`src/rtl/mem_wb_stage_pkg.sv`:
```
// rtl/mem_wb_stage_pkg.sv - shared constants and helpers for the MEM stage and MEM/WB register
package mem_wb_stage_pkg;

  localparam int DATA_W_DEF      = 32;
  localparam int REG_ADDR_W_DEF  = 5;
  localparam int MEM_TIMEOUT_DEF = 15;

  localparam logic [5:0] OP_RTYPE = 6'b000000;
  localparam logic [5:0] OP_BEQ   = 6'b000100;
  localparam logic [5:0] OP_BNE   = 6'b000101;
  localparam logic [5:0] OP_ADDI  = 6'b001000;

  localparam logic [0:0] ST_IDLE   = 1'b0;
  localparam logic [0:0] ST_ACCESS = 1'b1;

  // beq takes on zero, bne takes on non-zero
  function automatic logic branch_taken(input logic branch, input logic zero, input logic bne);
    return branch & (zero ^ bne);
  endfunction

endpackage

```
`src/rtl/mem_wb_stage_mem_handshake_fsm.sv`:
```
// rtl/mem_wb_stage_mem_handshake_fsm.sv - req/ack handshake to the multicycle data memory
// Owns the access state, timeout counter, latched request fields, Stall and the sticky error flag.
module mem_handshake_fsm
  import mem_wb_stage_pkg::*;
#(
  parameter int DATA_W      = DATA_W_DEF,
  parameter int MEM_TIMEOUT = MEM_TIMEOUT_DEF
) (
  input  logic              clk,
  input  logic              rst_n,
  input  logic              mem_op,
  input  logic              is_store,
  input  logic [DATA_W-1:0] addr,
  input  logic [DATA_W-1:0] wdata,
  input  logic              mem_ack,
  output logic              mem_req,
  output logic              mem_we,
  output logic [DATA_W-1:0] mem_addr,
  output logic [DATA_W-1:0] mem_wdata,
  output logic              stall,
  output logic              mem_err,
  output logic              start,
  output logic              done,
  output logic              abort
);

  localparam int CNT_W = $clog2(MEM_TIMEOUT + 1);
  localparam logic [CNT_W-1:0] CNT_LAST = CNT_W'(MEM_TIMEOUT - 1);

  logic [0:0]        state_q, state_d;
  logic [CNT_W-1:0]  cnt_q, cnt_d;
  logic              we_q, we_d;
  logic [DATA_W-1:0] addr_q, addr_d;
  logic [DATA_W-1:0] wdata_q, wdata_d;
  logic              err_q, err_d;

  always_comb begin
    state_d = state_q;
    cnt_d   = cnt_q;
    we_d    = we_q;
    addr_d  = addr_q;
    wdata_d = wdata_q;
    err_d   = err_q;
    start   = 1'b0;
    done    = 1'b0;
    abort   = 1'b0;
    case (state_q)
      ST_IDLE: begin
        if (mem_op) begin
          state_d = ST_ACCESS;
          cnt_d   = '0;
          we_d    = is_store;
          addr_d  = addr;
          wdata_d = wdata;
          start   = 1'b1;
        end
      end
      ST_ACCESS: begin
        // an ack on the last allowed cycle still completes the access
        if (mem_ack) begin
          state_d = ST_IDLE;
          done    = 1'b1;
        end else if (cnt_q == CNT_LAST) begin
          state_d = ST_IDLE;
          cnt_d   = '0;
          err_d   = 1'b1;
          abort   = 1'b1;
        end else begin
          cnt_d = cnt_q + CNT_W'(1);
        end
      end
      default: state_d = ST_IDLE;
    endcase
  end

  always_ff @(posedge clk or negedge rst_n) begin
    if (!rst_n) begin
      state_q <= ST_IDLE;
      cnt_q   <= '0;
      we_q    <= 1'b0;
      addr_q  <= '0;
      wdata_q <= '0;
      err_q   <= 1'b0;
    end else begin
      state_q <= state_d;
      cnt_q   <= cnt_d;
      we_q    <= we_d;
      addr_q  <= addr_d;
      wdata_q <= wdata_d;
      err_q   <= err_d;
    end
  end

  // an abandoned access releases the pipeline so the same op is not retried forever
  assign stall = rst_n & (((state_q == ST_IDLE) & mem_op) |
                          ((state_q == ST_ACCESS) & ~mem_ack & ~abort));

  assign mem_req   = (state_q == ST_ACCESS);
  assign mem_we    = we_q;
  assign mem_addr  = addr_q;
  assign mem_wdata = wdata_q;
  assign mem_err   = err_q;

endmodule

```
`src/rtl/mem_wb_stage.sv`:
```
// rtl/mem_wb_stage.sv - MEM stage with branch resolution and the MEM/WB pipeline register
module mem_wb_stage
  import mem_wb_stage_pkg::*;
#(
  parameter int DATA_W      = DATA_W_DEF,
  parameter int REG_ADDR_W  = REG_ADDR_W_DEF,
  parameter int MEM_TIMEOUT = MEM_TIMEOUT_DEF
) (
  input  logic                  Clk,
  input  logic                  Reset_n,
  input  logic [DATA_W-1:0]     BranchTarget_in,
  input  logic                  Zero_in,
  input  logic [DATA_W-1:0]     ALU_Result_in,
  input  logic [DATA_W-1:0]     ReadData2_in,
  input  logic [REG_ADDR_W-1:0] WriteReg_in,
  input  logic                  RegWrite_in,
  input  logic                  WriteRemainder_in,
  input  logic                  Branch_in,
  input  logic                  Bne_in,
  input  logic                  MemRead_in,
  input  logic                  MemWrite_in,
  output logic                  Mem_Req,
  output logic                  Mem_We,
  output logic [DATA_W-1:0]     Mem_Addr,
  output logic [DATA_W-1:0]     Mem_WData,
  input  logic                  Mem_Ack,
  input  logic [DATA_W-1:0]     Mem_RData,
  output logic                  Stall,
  output logic                  PCSrc,
  output logic [DATA_W-1:0]     BranchPC,
  output logic [DATA_W-1:0]     ALU_Result_out,
  output logic [DATA_W-1:0]     MemData_out,
  output logic [REG_ADDR_W-1:0] WriteReg_out,
  output logic                  RegWrite_out,
  output logic                  MemToReg_out,
  output logic                  WriteRemainder_out,
  output logic                  Mem_Err
);

  logic mem_op;
  logic acc_start, acc_done, acc_abort;

  // a branch suppresses any memory op it carries
  assign mem_op = (MemRead_in | MemWrite_in) & ~Branch_in;

  mem_handshake_fsm #(
    .DATA_W      (DATA_W),
    .MEM_TIMEOUT (MEM_TIMEOUT)
  ) u_fsm (
    .clk       (Clk),
    .rst_n     (Reset_n),
    .mem_op    (mem_op),
    .is_store  (MemWrite_in),
    .addr      (ALU_Result_in),
    .wdata     (ReadData2_in),
    .mem_ack   (Mem_Ack),
    .mem_req   (Mem_Req),
    .mem_we    (Mem_We),
    .mem_addr  (Mem_Addr),
    .mem_wdata (Mem_WData),
    .stall     (Stall),
    .mem_err   (Mem_Err),
    .start     (acc_start),
    .done      (acc_done),
    .abort     (acc_abort)
  );

  logic [REG_ADDR_W-1:0] pend_wreg_q, pend_wreg_d;
  logic                  pend_regwrite_q, pend_regwrite_d;

  logic [DATA_W-1:0]     alu_q, alu_d;
  logic [DATA_W-1:0]     memdata_q, memdata_d;
  logic [REG_ADDR_W-1:0] wreg_q, wreg_d;
  logic                  regwrite_q, regwrite_d;
  logic                  memtoreg_q, memtoreg_d;
  logic                  wrem_q, wrem_d;
  logic                  pcsrc_q, pcsrc_d;
  logic [DATA_W-1:0]     bpc_q, bpc_d;

  always_comb begin
    pend_wreg_d     = pend_wreg_q;
    pend_regwrite_d = pend_regwrite_q;
    if (acc_start) begin
      pend_wreg_d     = WriteReg_in;
      pend_regwrite_d = RegWrite_in;
    end
  end

  // default is a bubble: controls cleared, data fields held
  always_comb begin
    alu_d      = alu_q;
    memdata_d  = memdata_q;
    wreg_d     = wreg_q;
    bpc_d      = bpc_q;
    regwrite_d = 1'b0;
    memtoreg_d = 1'b0;
    wrem_d     = 1'b0;
    pcsrc_d    = 1'b0;
    if (acc_done) begin
      alu_d  = Mem_Addr;
      wreg_d = pend_wreg_q;
      if (!Mem_We) begin
        memdata_d  = Mem_RData;
        memtoreg_d = 1'b1;
        regwrite_d = pend_regwrite_q;
      end
    end else if (!Stall && !Mem_Req && !acc_abort) begin
      alu_d      = ALU_Result_in;
      wreg_d     = WriteReg_in;
      regwrite_d = RegWrite_in & ~Branch_in;
      wrem_d     = WriteRemainder_in & ~Branch_in;
      if (branch_taken(Branch_in, Zero_in, Bne_in)) begin
        pcsrc_d = 1'b1;
        bpc_d   = BranchTarget_in;
      end
    end
  end

  always_ff @(posedge Clk or negedge Reset_n) begin
    if (!Reset_n) begin
      pend_wreg_q     <= '0;
      pend_regwrite_q <= 1'b0;
      alu_q           <= '0;
      memdata_q       <= '0;
      wreg_q          <= '0;
      regwrite_q      <= 1'b0;
      memtoreg_q      <= 1'b0;
      wrem_q          <= 1'b0;
      pcsrc_q         <= 1'b0;
      bpc_q           <= '0;
    end else begin
      pend_wreg_q     <= pend_wreg_d;
      pend_regwrite_q <= pend_regwrite_d;
      alu_q           <= alu_d;
      memdata_q       <= memdata_d;
      wreg_q          <= wreg_d;
      regwrite_q      <= regwrite_d;
      memtoreg_q      <= memtoreg_d;
      wrem_q          <= wrem_d;
      pcsrc_q         <= pcsrc_d;
      bpc_q           <= bpc_d;
    end
  end

  assign ALU_Result_out     = alu_q;
  assign MemData_out        = memdata_q;
  assign WriteReg_out       = wreg_q;
  assign RegWrite_out       = regwrite_q;
  assign MemToReg_out       = memtoreg_q;
  assign WriteRemainder_out = wrem_q;
  assign PCSrc              = pcsrc_q;
  assign BranchPC           = bpc_q;

endmodule

```
`config.mk`:
```
export PLATFORM = sky130hd
export DESIGN_NAME = mem_wb_stage
export DESIGN_NICKNAME = d
export VERILOG_FILES = /design/src/rtl/mem_wb_stage_pkg.sv /design/src/rtl/mem_wb_stage_mem_handshake_fsm.sv /design/src/rtl/mem_wb_stage.sv
export SDC_FILE = /design/constraint.sdc
export NUM_CORES = 1
export LEC_CHECK = 0
export CAP_MARGIN = 0
export CORE_MARGIN = 10
export CORE_UTILIZATION = 47
export CTS_BUF_LIST = sky130_fd_sc_hd__clkbuf_4 sky130_fd_sc_hd__clkbuf_8 sky130_fd_sc_hd__clkbuf_16
export DETAILED_ROUTE_END_ITERATION = 10
export GPL_ROUTABILITY_DRIVEN = 1
export PLACE_DENSITY_LB_ADDON = 0.08
export SLEW_MARGIN = 5
export SYNTH_ARGS = -nofsm -noshare
export SYNTH_HDL_FRONTEND = slang
export SYNTH_SLANG_ARGS = --single-unit
```
`constraint.sdc`:
```
create_clock -name Clk -period 3.3 [get_ports Clk]
set_input_delay 0.825 -clock Clk [delete_from_list [all_inputs] [get_ports Clk]]
set_output_delay 0.825 -clock Clk [all_outputs]
set_load 0.01 [all_outputs]
```
==> results.cfg <==
[grt]
use_met2_pct = 37.6
grt_antenna_before_repair = 0
grt_first_pass_wirelength_mm = 38.9
track_usage_pct = 22.1
met1_usage_pct = 24.6
met3_usage_pct = 10.6
grt_pass1_vias = 6719
gr-total-overflow = 0
grt_max_degree = 151
grt.busiest_layer = met2

[sta]
finalClockSkew_ps = 7.29
final.period_utilization_pct = 95.2
max_slew_margin_pct = 37.9
drv_slew = 0
finalSetupTns_ps = 0
timing.fmax_ghz = 0.318
worst_pin_slew_ps = 931
rsz0062_at_grt = no
setup_viol = 0
timing.final.crit_period_ps = 3140
hold_viol = 0
holdWs_ps = 467

[synth]
syn_area_per_cell_sq_um = 14.2
synth_seq_cells = 182
synth_top_area_share_pct = 57.8
yosysTopAreaCell = dfrtp_1
yosysSeqAreaShare_pct = 57.8
syn_nets = 700
synth.area.top_cells = dfrtp_1, mux2_2, mux2i_1, a41oi_1, a22oi_1
syn_area_sq_um = 7880
synthArstFlopShare_pct = 100
yosysWarnings = 0
syn_inst = 555
synth_edf_count = 0
ys.flop_type = dfrtp_1
ys_types = 37
synth.most_common_cell = dfrtp_1
synthTopCellsByCount = dfrtp_1, mux2_2

[flow_run]
maxCapViolations = 0

[worst_setup_path]
r2r-start = u_fsm.mem_req$_DFF_PN0_
worstPathMaxFanout = 3
r2r_end = u_fsm.mem_addr[31]$_DFFE_PN0P_
required_ps = 2470
arrival_ps = 2320
endpoint_kind = output port
endpoint = Stall
r2r_cells = 5
critical_path.cell_chain = clkdlybuf4s50_1 -> nor2_4 -> nand2_1 -> a21oi_1 -> clkdlybuf4s50_1
ff2ff_setup_slack_ps = 990
crit_type = input port to output port
slowest_stage = clkdlybuf4s50_1
slowest_delay_ps = 590
startpoint_type = input port
cpMostUsedCell = clkdlybuf4s50_1
crit_start = Branch_in

[place]
placed_cell_area_sq_um = 11300
dp_hpwl_mm = 18.3
numPortBuffers = 315
gp_congestion = 0.845

[power_and_ir_drop]
ir_drop_uv = 413
power_leakage_nw = 4.81
power.total_w = 0.00816
power.switching_w = 0.00253
powerDensity_nw_per_um2 = 691
p_int_w = 0.00564
seq_power_share_pct = 40.2
power.share.clock_pct = 23.6
swShare_pct = 31.0
power.share.combinational_pct = 36.2

[detailed_routing]
viasPerCell = 5.62
dr.first_iter.drc_count = 261
vias = 6130
drtPass1Iterations = 4
drc = 0
totalWireLength_mm = 25.3
route.antenna.remaining_nets = 0
wl_per_cell_um = 23.2

[clock_tree]
postCtsResizedCells = 0
cts_max_level = 4
cts_buffers = 17
path_clk_slew_ps = 60
cts_root_buf = clkbuf_16
post_cts_buffers = 0
tritoncts = yes
clkSinkCount = 182
ctsHoldBuffers = 0
clk_path_buf_depth = 2
clock_latency_ps = 420

[final_layout]
area_growth_pct = 49.8
fin_area_sq_um = 11800
fin_nets = 1002
drive_gt1_share_pct = 22.5
final_util_pct = 71.5
n_antenna_cell = 0

[floorplanning]
initial_core_util_pct = 47.7
rows = 47
die_y_um = 150
die_x_um = 150
placeableCoreArea_sq_um = 16500
die_area_sq_um = 22400
pin_count = 316

[worst_hold_path]
hold_class = flip-flop to flip-flop

[status]
status = finished, final reports clean
==> through the flow <==
| step | cells | setup slack (ps) |
|---|---|---|
| after floorplan | 555 | 955 |
| after global placement | 1058 | 164 |
| after detailed placement | 1058 | 157 |
| after CTS | 1090 | 133 |
| after global routing | 1090 | 73.4 |
| final | 1090 | 159 |
==> flip-flops by register name, indices dropped and copies added (netlist names) <==
| register | flops |
|---|---|
| PCSrc | 1 |
| MemData_out | 32 |
| u_fsm.mem_addr | 32 |
| u_fsm.mem_err | 1 |
| WriteRemainder_out | 1 |
| pend_regwrite_q | 1 |
| u_fsm.mem_we | 1 |
| u_fsm.mem_wdata | 32 |
| u_fsm.cnt_q | 4 |
| pend_wreg_q | 5 |
| MemToReg_out | 1 |
| u_fsm.mem_req | 1 |
| WriteReg_out | 5 |
| ALU_Result_out | 32 |
| RegWrite_out | 1 |
| BranchPC | 32 |
==> cell usage in the layout (no fill, tap or decap), types with 3 or more instances in the layout <==
| cell | n |
|---|---|
| clkdlybuf4s50_1 | 313 |
| dfrtp_1 | 181 |
| mux2_2 | 125 |
| o31ai_1 | 37 |
| a41oi_1 | 37 |
| mux2i_1 | 37 |
| a22oi_1 | 37 |
| clkbuf_16 | 17 |
| buf_4 | 16 |
| mux2_4 | 10 |
| nand2_1 | 6 |
| inv_6 | 6 |
| o211ai_1 | 4 |
| nand3_1 | 3 |
| clkinv_4 | 3 |
| inv_8 | 3 |
| buf_12 | 3 |
==> worst min-delay path by stage <==
| stage | startpoint | endpoint | slack (ps) | cells past startpoint |
|---|---|---|---|---|
| floorplan | pend_regwrite_q$_DFFE_PN0P_ | RegWrite_out$_DFF_PN0_ | 460 | 1 |
| global placement | u_fsm.mem_err$_DFFE_PN0P_ | u_fsm.mem_err$_DFFE_PN0P_ | 440 | 1 |
| detailed placement | u_fsm.mem_err$_DFFE_PN0P_ | u_fsm.mem_err$_DFFE_PN0P_ | 460 | 1 |
| CTS | u_fsm.mem_err$_DFFE_PN0P_ | u_fsm.mem_err$_DFFE_PN0P_ | 470 | 1 |
| global route | u_fsm.mem_err$_DFFE_PN0P_ | u_fsm.mem_err$_DFFE_PN0P_ | 480 | 1 |
| finish | u_fsm.mem_err$_DFFE_PN0P_ | u_fsm.mem_err$_DFFE_PN0P_ | 470 | 1 |
==> metal layers <==
metal	vias up	part of all wire [%]
met5	-	0
met3	15	11
li1	2745	-
met4	0	0.96
met2	226	51
met1	3144	37
==> power groups by stage <==
stage	sequential (W)	clock (W)	combinational, W
after floorplan	0.00354	0	0.000914
after global placement	0.00326	0	0.00292
after detailed placement	0.00332	0	0.00299
after CTS	0.00329	0.00197	0.00300
after global routing	0.00337	0.00207	0.00315
final	0.00328	0.00193	0.00295
==> logic make-up after synthesis <==
| family | Yosys count | synth area share (%) |
|---|---|---|
| DFF | 182 | 57.8 |
| muxes | 172 | 24.5 |
| AOI/OAI and AO/OA | 123 | 12.2 |
| buffers and inverters | 53 | 3.38 |
| and+or+nand+nor | 22 | 1.75 |
| adders and majority gates | 2 | 0.317 |
| xor gates and xnor gates | 1 | 0.111 |
==> critical path, delay by kind of cell <==
family	cells	cell delay [ps]
and+or+nand+nor	2	230
buffers and inverters	2	1100
AOI/OAI and AO/OA	1	160
==> area by class of cell <==
type	count	area, sq um
inverter	2	7.51
multi-input combinational	320	3080
timing repair buffer	334	3330
clock buffer	17	425
clock inverter	15	133
fill	1118	4710
tap	220	275
sequential	182	4560
Power figures use the tool's default switching activity.
